## config.mk

```make
export PLATFORM = sky130hd
export DESIGN_NAME = peak_interval_detector
export DESIGN_NICKNAME = d
export VERILOG_FILES = /design/src/rtl/peak_interval_detector.sv
export SDC_FILE = /design/constraint.sdc
export NUM_CORES = 1
export LEC_CHECK = 0
export BUFFER_PORTS_ARGS = -buffer_cell sky130_fd_sc_hd__buf_2
export CELL_PAD_IN_SITES_DETAIL_PLACEMENT = 1
export CELL_PAD_IN_SITES_GLOBAL_PLACEMENT = 1
export CORE_ASPECT_RATIO = 0.75
export CORE_MARGIN = 3
export CORE_UTILIZATION = 41
export CTS_CLUSTER_SIZE = 10
export DETAILED_ROUTE_END_ITERATION = 10
export PLACE_DENSITY_LB_ADDON = 0.1
export SLEW_MARGIN = 30
export SYNTH_ARGS = -nofsm -noshare
export SYNTH_HDL_FRONTEND = slang
export SYNTH_SLANG_ARGS = --single-unit
```

## constraint.sdc

```tcl
create_clock -name clk -period 2.5 [get_ports clk]
set_clock_uncertainty 0.1 [all_clocks]
set_input_delay 0.125 -clock clk [delete_from_list [all_inputs] [get_ports clk]]
set_output_delay 0.125 -clock clk [all_outputs]
set_load 0.03 [all_outputs]
```

## src/rtl/peak_interval_detector.sv

```systemverilog
// -----------------------------------------------------------------------------
// peak_interval_detector
//
// Finds systolic peaks in the downsampled, band-limited PPG stream and reports
// the beat-to-beat interval, counted in accepted samples (strobes).
//
// Detection runs as a three-state machine:
//   SEARCH - wait for a sample above the adaptive threshold; the threshold
//            decays geometrically toward a floor while waiting.
//   CLIMB  - track the running maximum; the first sample below it declares a
//            peak, and the threshold is re-armed at half the peak height.
//   REFR   - ignore REFRACT samples so dicrotic notches and ringing can't
//            re-trigger.
// If no peak arrives within MAX_IVL strobes, a timeout pulse is raised, the
// interval history is discarded and detection restarts from the floor.
//
// Ports:
//   clk            rising-edge clock
//   rst            synchronous active-high reset
//   en             block enable; when low, all state holds and pulses are 0
//   data_in        signed PPG sample, Width bits
//   data_valid     sample strobe; a sample is consumed when en && data_valid
//   peak_flag      one-cycle pulse per peak event
//   interval_out   strobes between the last two peaks; held between updates
//   interval_valid one-cycle pulse when interval_out updates
//   timeout        one-cycle pulse when no peak arrives within MAX_IVL strobes
// -----------------------------------------------------------------------------
module peak_interval_detector #(
  parameter int Width     = 10,
  parameter int CNT_W     = 10,
  parameter int REFRACT   = 15,
  parameter int MAX_IVL   = 150,
  parameter int MIN_THR   = 16,
  parameter int THR_SHIFT = 4
) (
  input  logic                    clk,
  input  logic                    rst,
  input  logic                    en,
  input  logic signed [Width-1:0] data_in,
  input  logic                    data_valid,
  output logic                    peak_flag,
  output logic [CNT_W-1:0]        interval_out,
  output logic                    interval_valid,
  output logic                    timeout
);

  typedef enum logic [1:0] {
    SEARCH,
    CLIMB,
    REFR
  } state_t;

  localparam int                      RcntW    = $clog2(REFRACT + 1);
  localparam logic signed [Width-1:0] MinThr   = Width'(MIN_THR);
  localparam logic [RcntW-1:0]        RcntLast = RcntW'(REFRACT - 1);
  localparam logic [CNT_W:0]          MaxIvl   = (CNT_W + 1)'(MAX_IVL);

  state_t                  state_q, state_d;
  logic signed [Width-1:0] thr_q, thr_d;
  logic signed [Width-1:0] maxv_q, maxv_d;
  logic [CNT_W-1:0]        cnt_q, cnt_d;
  logic [RcntW-1:0]        rcnt_q, rcnt_d;
  logic                    have_prev_q, have_prev_d;
  logic [CNT_W-1:0]        interval_q, interval_d;
  logic                    peak_q, peak_d;
  logic                    ivalid_q, ivalid_d;
  logic                    timeout_q, timeout_d;

  logic                    strobe;
  logic                    peak_evt;
  logic                    timeout_evt;
  logic [CNT_W:0]          cnt_inc;
  logic signed [Width-1:0] thr_decay;
  logic signed [Width-1:0] thr_decay_cl;
  logic signed [Width-1:0] maxv_half;
  logic signed [Width-1:0] thr_peak;

  assign strobe = en && data_valid;

  // One extra bit so the timeout compare can never alias on wrap.
  assign cnt_inc = {1'b0, cnt_q} + (CNT_W + 1)'(1);

  // Arithmetic shifts on signed operands keep the threshold math sign-correct.
  assign thr_decay    = thr_q - (thr_q >>> THR_SHIFT);
  assign thr_decay_cl = (thr_decay > MinThr) ? thr_decay : MinThr;
  assign maxv_half    = maxv_q >>> 1;
  assign thr_peak     = (maxv_half > MinThr) ? maxv_half : MinThr;

  // NOTE: every combinational output is given a default before any branch so
  // no path leaves a signal unassigned; otherwise a latch is inferred.
  always_comb begin
    state_d     = state_q;
    thr_d       = thr_q;
    maxv_d      = maxv_q;
    cnt_d       = cnt_q;
    rcnt_d      = rcnt_q;
    have_prev_d = have_prev_q;
    interval_d  = interval_q;
    peak_d      = 1'b0;
    ivalid_d    = 1'b0;
    timeout_d   = 1'b0;

    peak_evt    = strobe && (state_q == CLIMB) && (data_in < maxv_q);
    // A peak on the same strobe pre-empts the timeout.
    timeout_evt = strobe && !peak_evt && (cnt_inc == MaxIvl);

    if (strobe) begin
      unique case (state_q)
        SEARCH: begin
          if (data_in > thr_q) begin
            state_d = CLIMB;
            maxv_d  = data_in;
          end else begin
            thr_d = thr_decay_cl;
          end
        end
        CLIMB: begin
          if (!peak_evt) begin
            maxv_d = data_in;
          end else begin
            thr_d   = thr_peak;
            rcnt_d  = '0;
            state_d = REFR;
          end
        end
        REFR: begin
          rcnt_d = rcnt_q + RcntW'(1);
          if (rcnt_q == RcntLast) begin
            state_d = SEARCH;
          end
        end
        default: state_d = SEARCH;
      endcase

      if (peak_evt) begin
        peak_d = 1'b1;
        // The first peak after reset or timeout has no predecessor to measure.
        if (have_prev_q) begin
          interval_d = cnt_inc[CNT_W-1:0];
          ivalid_d   = 1'b1;
        end
        cnt_d       = '0;
        have_prev_d = 1'b1;
      end else begin
        cnt_d = cnt_inc[CNT_W-1:0];
      end

      // Timeout restarts detection from scratch; interval_out keeps its value.
      if (timeout_evt) begin
        timeout_d   = 1'b1;
        cnt_d       = '0;
        have_prev_d = 1'b0;
        thr_d       = MinThr;
        state_d     = SEARCH;
      end
    end
  end

  // NOTE: sequential state uses non-blocking assignments so every register
  // samples its next value from the same pre-edge snapshot.
  always_ff @(posedge clk) begin
    if (rst) begin
      state_q     <= SEARCH;
      thr_q       <= MinThr;
      maxv_q      <= '0;
      cnt_q       <= '0;
      rcnt_q      <= '0;
      have_prev_q <= 1'b0;
      interval_q  <= '0;
      peak_q      <= 1'b0;
      ivalid_q    <= 1'b0;
      timeout_q   <= 1'b0;
    end else begin
      state_q     <= state_d;
      thr_q       <= thr_d;
      maxv_q      <= maxv_d;
      cnt_q       <= cnt_d;
      rcnt_q      <= rcnt_d;
      have_prev_q <= have_prev_d;
      interval_q  <= interval_d;
      peak_q      <= peak_d;
      ivalid_q    <= ivalid_d;
      timeout_q   <= timeout_d;
    end
  end

  assign peak_flag      = peak_q;
  assign interval_out   = interval_q;
  assign interval_valid = ivalid_q;
  assign timeout        = timeout_q;

endmodule

```

======== After elaboration in Yosys (flattened, before gate mapping) ========
Index checks and enable logic that the tools add are counted.
cells by class
  add/subtract/negate cells ............... 3
  $lt $le $gt $ge ......................... 4
  eq/ne operators ......................... 11
  multiplexer cells ....................... 23
  bitwise logic cells ..................... 2
  reduce and logical (&&, ||, !) cells .... 19
operators with widths
  cell                                                            count
  2-to-1 mux 10 bit                                               9
  one-hot mux 10 bit (2 select lines)                             2
  != test 3 bit, second input constant                            4
  AND reduction 4 bit                                             3
  adder 10 x 1 -> 11 bit, second input constant                   1
  == test 11 x 8 -> 1 bit, second input constant                  1
  greater-than comparator 10 bit                                  1
  greater-than comparator 10 x 6 -> 1 bit, second input constant  1
  < comparator 10 bit                                             1
  subtractor 10 x 6 -> 10 bit                                     1
  greater-than comparator 9 x 6 -> 1 bit, second input constant   1
  2-to-1 mux 2 bit                                                4
  one-hot mux 4 bit (2 select lines)                              1
  != test 2 bit, second input constant                            3
  one-hot mux 2 bit (3 select lines)                              1
  AND reduction 3 bit                                             2
  nonzero test 2 bit                                              3
  logical AND 1 bit                                               5
  2-to-1 mux 1 bit                                                5
  adder 4 x 1 -> 4 bit, second input constant                     1
  == test 4 bit, second input constant                            1
  2-to-1 mux 4 bit                                                1
  nonzero test 3 bit                                              1
  OR reduction 3 bit                                              1
  other kinds (7)                                                 8
storage, ports and cells
  bits in registers ....................... 50
  bits of input ports ..................... 14
  output and inout bits ................... 13
  logic and storage cells ................. 72

======== Longest topological paths before layout ========
  depth in word-level cells ............... 8
  gate-level depth with buffers ........... 11
  gate-level depth less buffers ........... 11

======== Worst setup path after synthesis ========
No wires, ideal clock.
  path kind ............................... register to register
  from .................................... register thr_q[4]
  to ...................................... register thr_q[3]
  library setup time ...................... 0.142 ns
  data arrival time ....................... 2.365 ns
  data required time ...................... 2.258 ns
  slack ................................... -0.106 ns
  stages on the path, launching flop included .. 11
  buffers on the path ..................... 0
  clock period less this slack ............ 2.606 ns
  path through ............................ dfxtp_1 ha_1 inv_1 fa_1 and3_1 o21ai_0 a32oi_1 xor2_1 or4_1 o211ai_1 a221oi_1
on the way
  longest elaborated chain between the ends .. 6
  elaborated cells on any way between the ends .. 9
  those cells by class .................... add/sub: 1; order compare: 2; eq/ne: 1; mux: 4; reduce/logical: 1
ends and longest elaborated chain
  item                                     line  text
  start: declaration                       59    logic signed [Width-1:0] thr_q, thr_d;
  start signal: assignment                 164   thr_q <= MinThr;
  start signal: assignment                 175   thr_q <= thr_d;
  subtractor 10 x 6 -> 10 bit              84    assign thr_decay = thr_q - (thr_q >>> THR_SHIFT);
  greater-than comparator 10 x 6 -> 1 bit  85    assign thr_decay_cl = (thr_decay > MinThr) ? thr_decay : MinThr;
  2-to-1 mux 10 bit                        85
  2-to-1 mux 10 bit                        110   if (data_in > thr_q) begin
  one-hot mux 10 bit (2 select lines)      108   unique case (state_q)
  2-to-1 mux 10 bit                        149   if (timeout_evt) begin
Parallel ways exist; a longest one is shown, timed or not. The select of a mux whose other input is x is not followed.
A chain may end at the register's enable or synchronous reset.

======== Final worst setup path ========
  from .................................... register thr_q[2]
  to ...................................... register thr_q[4]
The elaborated chain is that of the path after synthesis.

==> summary.md <==
| Metric | Value |
|---|---|
| Grt total ovfl | `0` |
| Area leader, netlist | `dfxtp_1` |
| Via count | `3727` |
| WL met1 | `6240 um` |
| Pwr per Cell Area | `519 nW/um2` |
| Post-synth cell types | `61` |
| Synth warn | `0` |
| Clk root buf | `clkbuf_8` |
| Syn Area/Cell | `8.47 um2` |
| Critical hold path startpoint | `data_in[1]` |
| Syn-to-layout area delta | `52.6%` |
| Peak supply drop | `~0.32 mV` |
| Syn nets | `between 400 and 500` |
| CP required | `about 2.6 ns` |
| FILL cells | `850` |
| Initial antenna violation count | `0` |
| Worst hold path type | `input port to register` |
| Port bufs | `26` |
| Max-slew violations | `0` |
| Worst Setup End Kind | `register` |
| CP Launch Type | `register` |
| GRT Total Usage | `28.2%` |
| Placed cells | `560` |
| Fin nets | `542` |
| Layout cells sized above 1 | `between 40% and 50%` |
| Number of synthesized register bits | `50` |
| Yosys top cell area share | `between 30% and 40%` |
| Die Footprint | `between 8000 and 9000 um2` |
| Normalized max-slew margin | `about 66%` |
| RR Startpoint | `thr_q[2]` |
| RSZ-0062 raised after global routing | `yes` |
| Ys flop type | `dfxtp_1` |
| Non-filler cells in the finished layout | `597` |
| Data arrival, critical path | `2.95 ns` |
| Final setup fails | `42` |
| Clk pin slew, worst setup/hold paths | `0.11 ns` |
| CP max-delay cell | `dfxtp_1` |
| Status | `complete, but fails checks` |
| Num rows | `27` |
| Worst-path maximum fanout | `5` |
| Synth area leaders | `dfxtp_1 31%, ha_1 12%, inv_1 4.6%, nor2_1 4.6%, a21oi_1 3.9%` |
| FMAX | `352 MHz` |
| Pin slew with the least headroom to its limit | `0.510 ns` |
| Pin count of the biggest net entering global routing | `23` |
| Leak | `approximately 0.0019 uW` |
| Worst setup margin | `-0.343 ns` |
| Wire per inst | `25.3 um` |
| Initial DRC count | `322` |
| Max cap viols | `0` |
| CP max stage delay | `between 0.4 and 0.5 ns` |
| H-tree depth | `2` |
| Minimum clock period | `2.84 ns` |
| CTS tree | `yes` |
| Mapped Area | `approximately 3200 um2` |
| Clock sinks | `50` |
| Cells after Synth | `around 380` |
| Final period utilization | `114%` |
| Chip width | `108 um` |
| Core area | `7470 um2` |
| Final ANT Viol Nets | `0` |
| Initial core utilization | `43.0%` |
| Post-route setup TNS | `-8.05 ns` |
| HPWL Detailed | `approximately 7700 um` |
| Highest metal used | `met4` |
| Vias in the first global route | `roughly 3600` |
| GP Congestion | `0.886` |
| Crit path kind | `register to register` |
| Met2 wire length | `between 7000 and 8000 um` |
| Number of flops mapped to enable cells by yosys | `0` |
| Clock buffer depth | `2` |
| IO Pins | `27` |
| First-pass GRT wire length | `~19000 um` |
| Clock latency on the worst-skew pair | `0.33 ns` |
| WL final | `15100 um` |
| CP startpoint | `thr_q[2]` |
| Async SR Flop Fraction | `0%` |
| Worst-path cell chain | `inv_1 -> ha_1 -> nand4_1 -> a21oi_2 -> nor4b_4 -> a211o_1 -> buf_6 -> a31oi_4 -> buf_6 -> a21oi_2 -> a221o_1` |
| CTS Buf Count | `5` |
| # DRC | `0` |
| Vias/cell | `6.24` |
| # diodes | `0` |
| Met3 WL | `1030 um` |
| Post-synthesis sequential area ratio | `31.2%` |
| Final hold vios | `0` |
| Die Ht | `82.7 um` |
| Pre-antenna DRT Iters | `4` |
| Failing checks | `setup timing` |
==> sequential cells by signal, summed over array words and instances (netlist names) <==
name	count
interval_valid	1
timeout	1
rcnt_q	4
have_prev_q	1
thr_q	10
maxv_q	10
state_q	2
interval_out	10
cnt_q	10
peak_flag	1
==> stage by stage <==
| stage | setup WS, ns | hold slack [ns] | total power [uW] | area [um2] | utilization, % |
|---|---|---|---|---|---|
| 6_report | -0.343 | 0.0290 | 2540 | 4900 | 65.6 |
| 5_1_grt | -0.386 | 0.0809 | 2630 | 4900 | 65.6 |
| 4_1_cts | -0.0938 | 0.00256 | 2230 | 4500 | 60.2 |
| 3_5_place_dp | -0.226 | 0.325 | 1610 | 3970 | 53.2 |
| 3_3_place_gp | -0.208 | 0.301 | 1580 | 3970 | 53.2 |
| 2_1_floorplan | 0.00397 | 0.172 | 1300 | 3260 | - |
==> worst paths after layout <==
kind,to,slack [ns],cells after the start
setup reg to reg,thr_q[4],-0.34,11
setup / recovery,thr_q[4],-0.34,11
hold / removal,maxv_q[1],0.03,3
hold reg to reg,have_prev_q,0.38,2
==> Yosys cell counts, types with 3 or more instances <==
master,count
xor2_1,7
mux2i_1,11
nand2_1,16
o31ai_1,4
nor3_1,10
a221oi_1,7
nand4_1,10
ha_1,32
dfxtp_1,50
a22oi_1,4
or4_1,4
o211ai_1,9
a211oi_1,11
nor2_1,39
o21ai_0,8
inv_1,39
nand3_1,13
a21oi_1,25
xnor2_1,9
clkbuf_1,9
a31oi_1,3
a21o_1,3
nand2b_1,4
and3_1,4
==> critical path: cells and delay by family (launching register included) <==
kind / cells / cell delay (ns)
buffers and inverters: 3 / 0.44
AO/OA/AOI/OAI: 5 / 1.16
flip-flops: 1 / 0.43
adder cells (fa/ha/maj): 1 / 0.31
AND/OR/NAND/NOR: 2 / 0.30
==> power breakdown <==
| part | switching [uW] | internal [uW] | leakage (uW) | total, uW |
|---|---|---|---|---|
| clock | 329 | 198 | 0.0000441 | 528 |
| sequential | 36.8 | 830 | 0.000411 | 866 |
| combinational | 622 | 525 | 0.00144 | 1150 |
| total | 988 | 1550 | 0.00189 | 2540 |
==> cell families after synthesis <==
logic type,after synthesis,synth area share [%]
XOR/XNOR,16,4.36
AO/OA/AOI/OAI,96,21.1
flip-flops,50,31.2
AND/OR/NAND/NOR,120,20.0
adder cells (fa/ha/maj),33,13.1
buffers and inverters,52,6.51
multiplexers,12,3.78
==> layer usage <==
metal	global-route usage [%]	up-vias
li1	-	1625
met1	37.1	1862
met2	48.9	189
met3	4.43	51
met4	7.06	0
met5	0	-
==> layout make-up <==
class | count | area [um2] | share of cell area [%]
Inverter | 39 | 149 | 3.04
Clock buffer | 5 | 68.8 | 1.40
Sequential cell | 50 | 1020 | 20.8
Timing Repair Buffer | 122 | 947 | 19.3
Clock inverter | 3 | 21.3 | 0.434
Multi-Input combinational cell | 277 | 2570 | 52.4
Tap cell | 101 | 126 | 2.58
==> repair_timing <==
item                       CTS  global route
gates cloned                 2             0
setup endpoints to repair   35            43
resized for setup           67            54
pin swaps                   25            29
hold buffers                 0             1
hold endpoints to repair     0             1
buffers inserted            12            15
==> placed cells by master (no fill, tap or decap), drive strengths merged, types with 12 or more instances in the layout <==
cell / Yosys / layout
buf: 4 / 121
nor3: 12 / 12
nand2: 16 / 16
a21oi: 25 / 25
a211oi: 12 / 12
nand3: 13 / 13
dfxtp: 50 / 50
inv: 39 / 39
nor2: 40 / 40
ha: 32 / 32
Note: power is estimated with default switching activity, not from simulation.
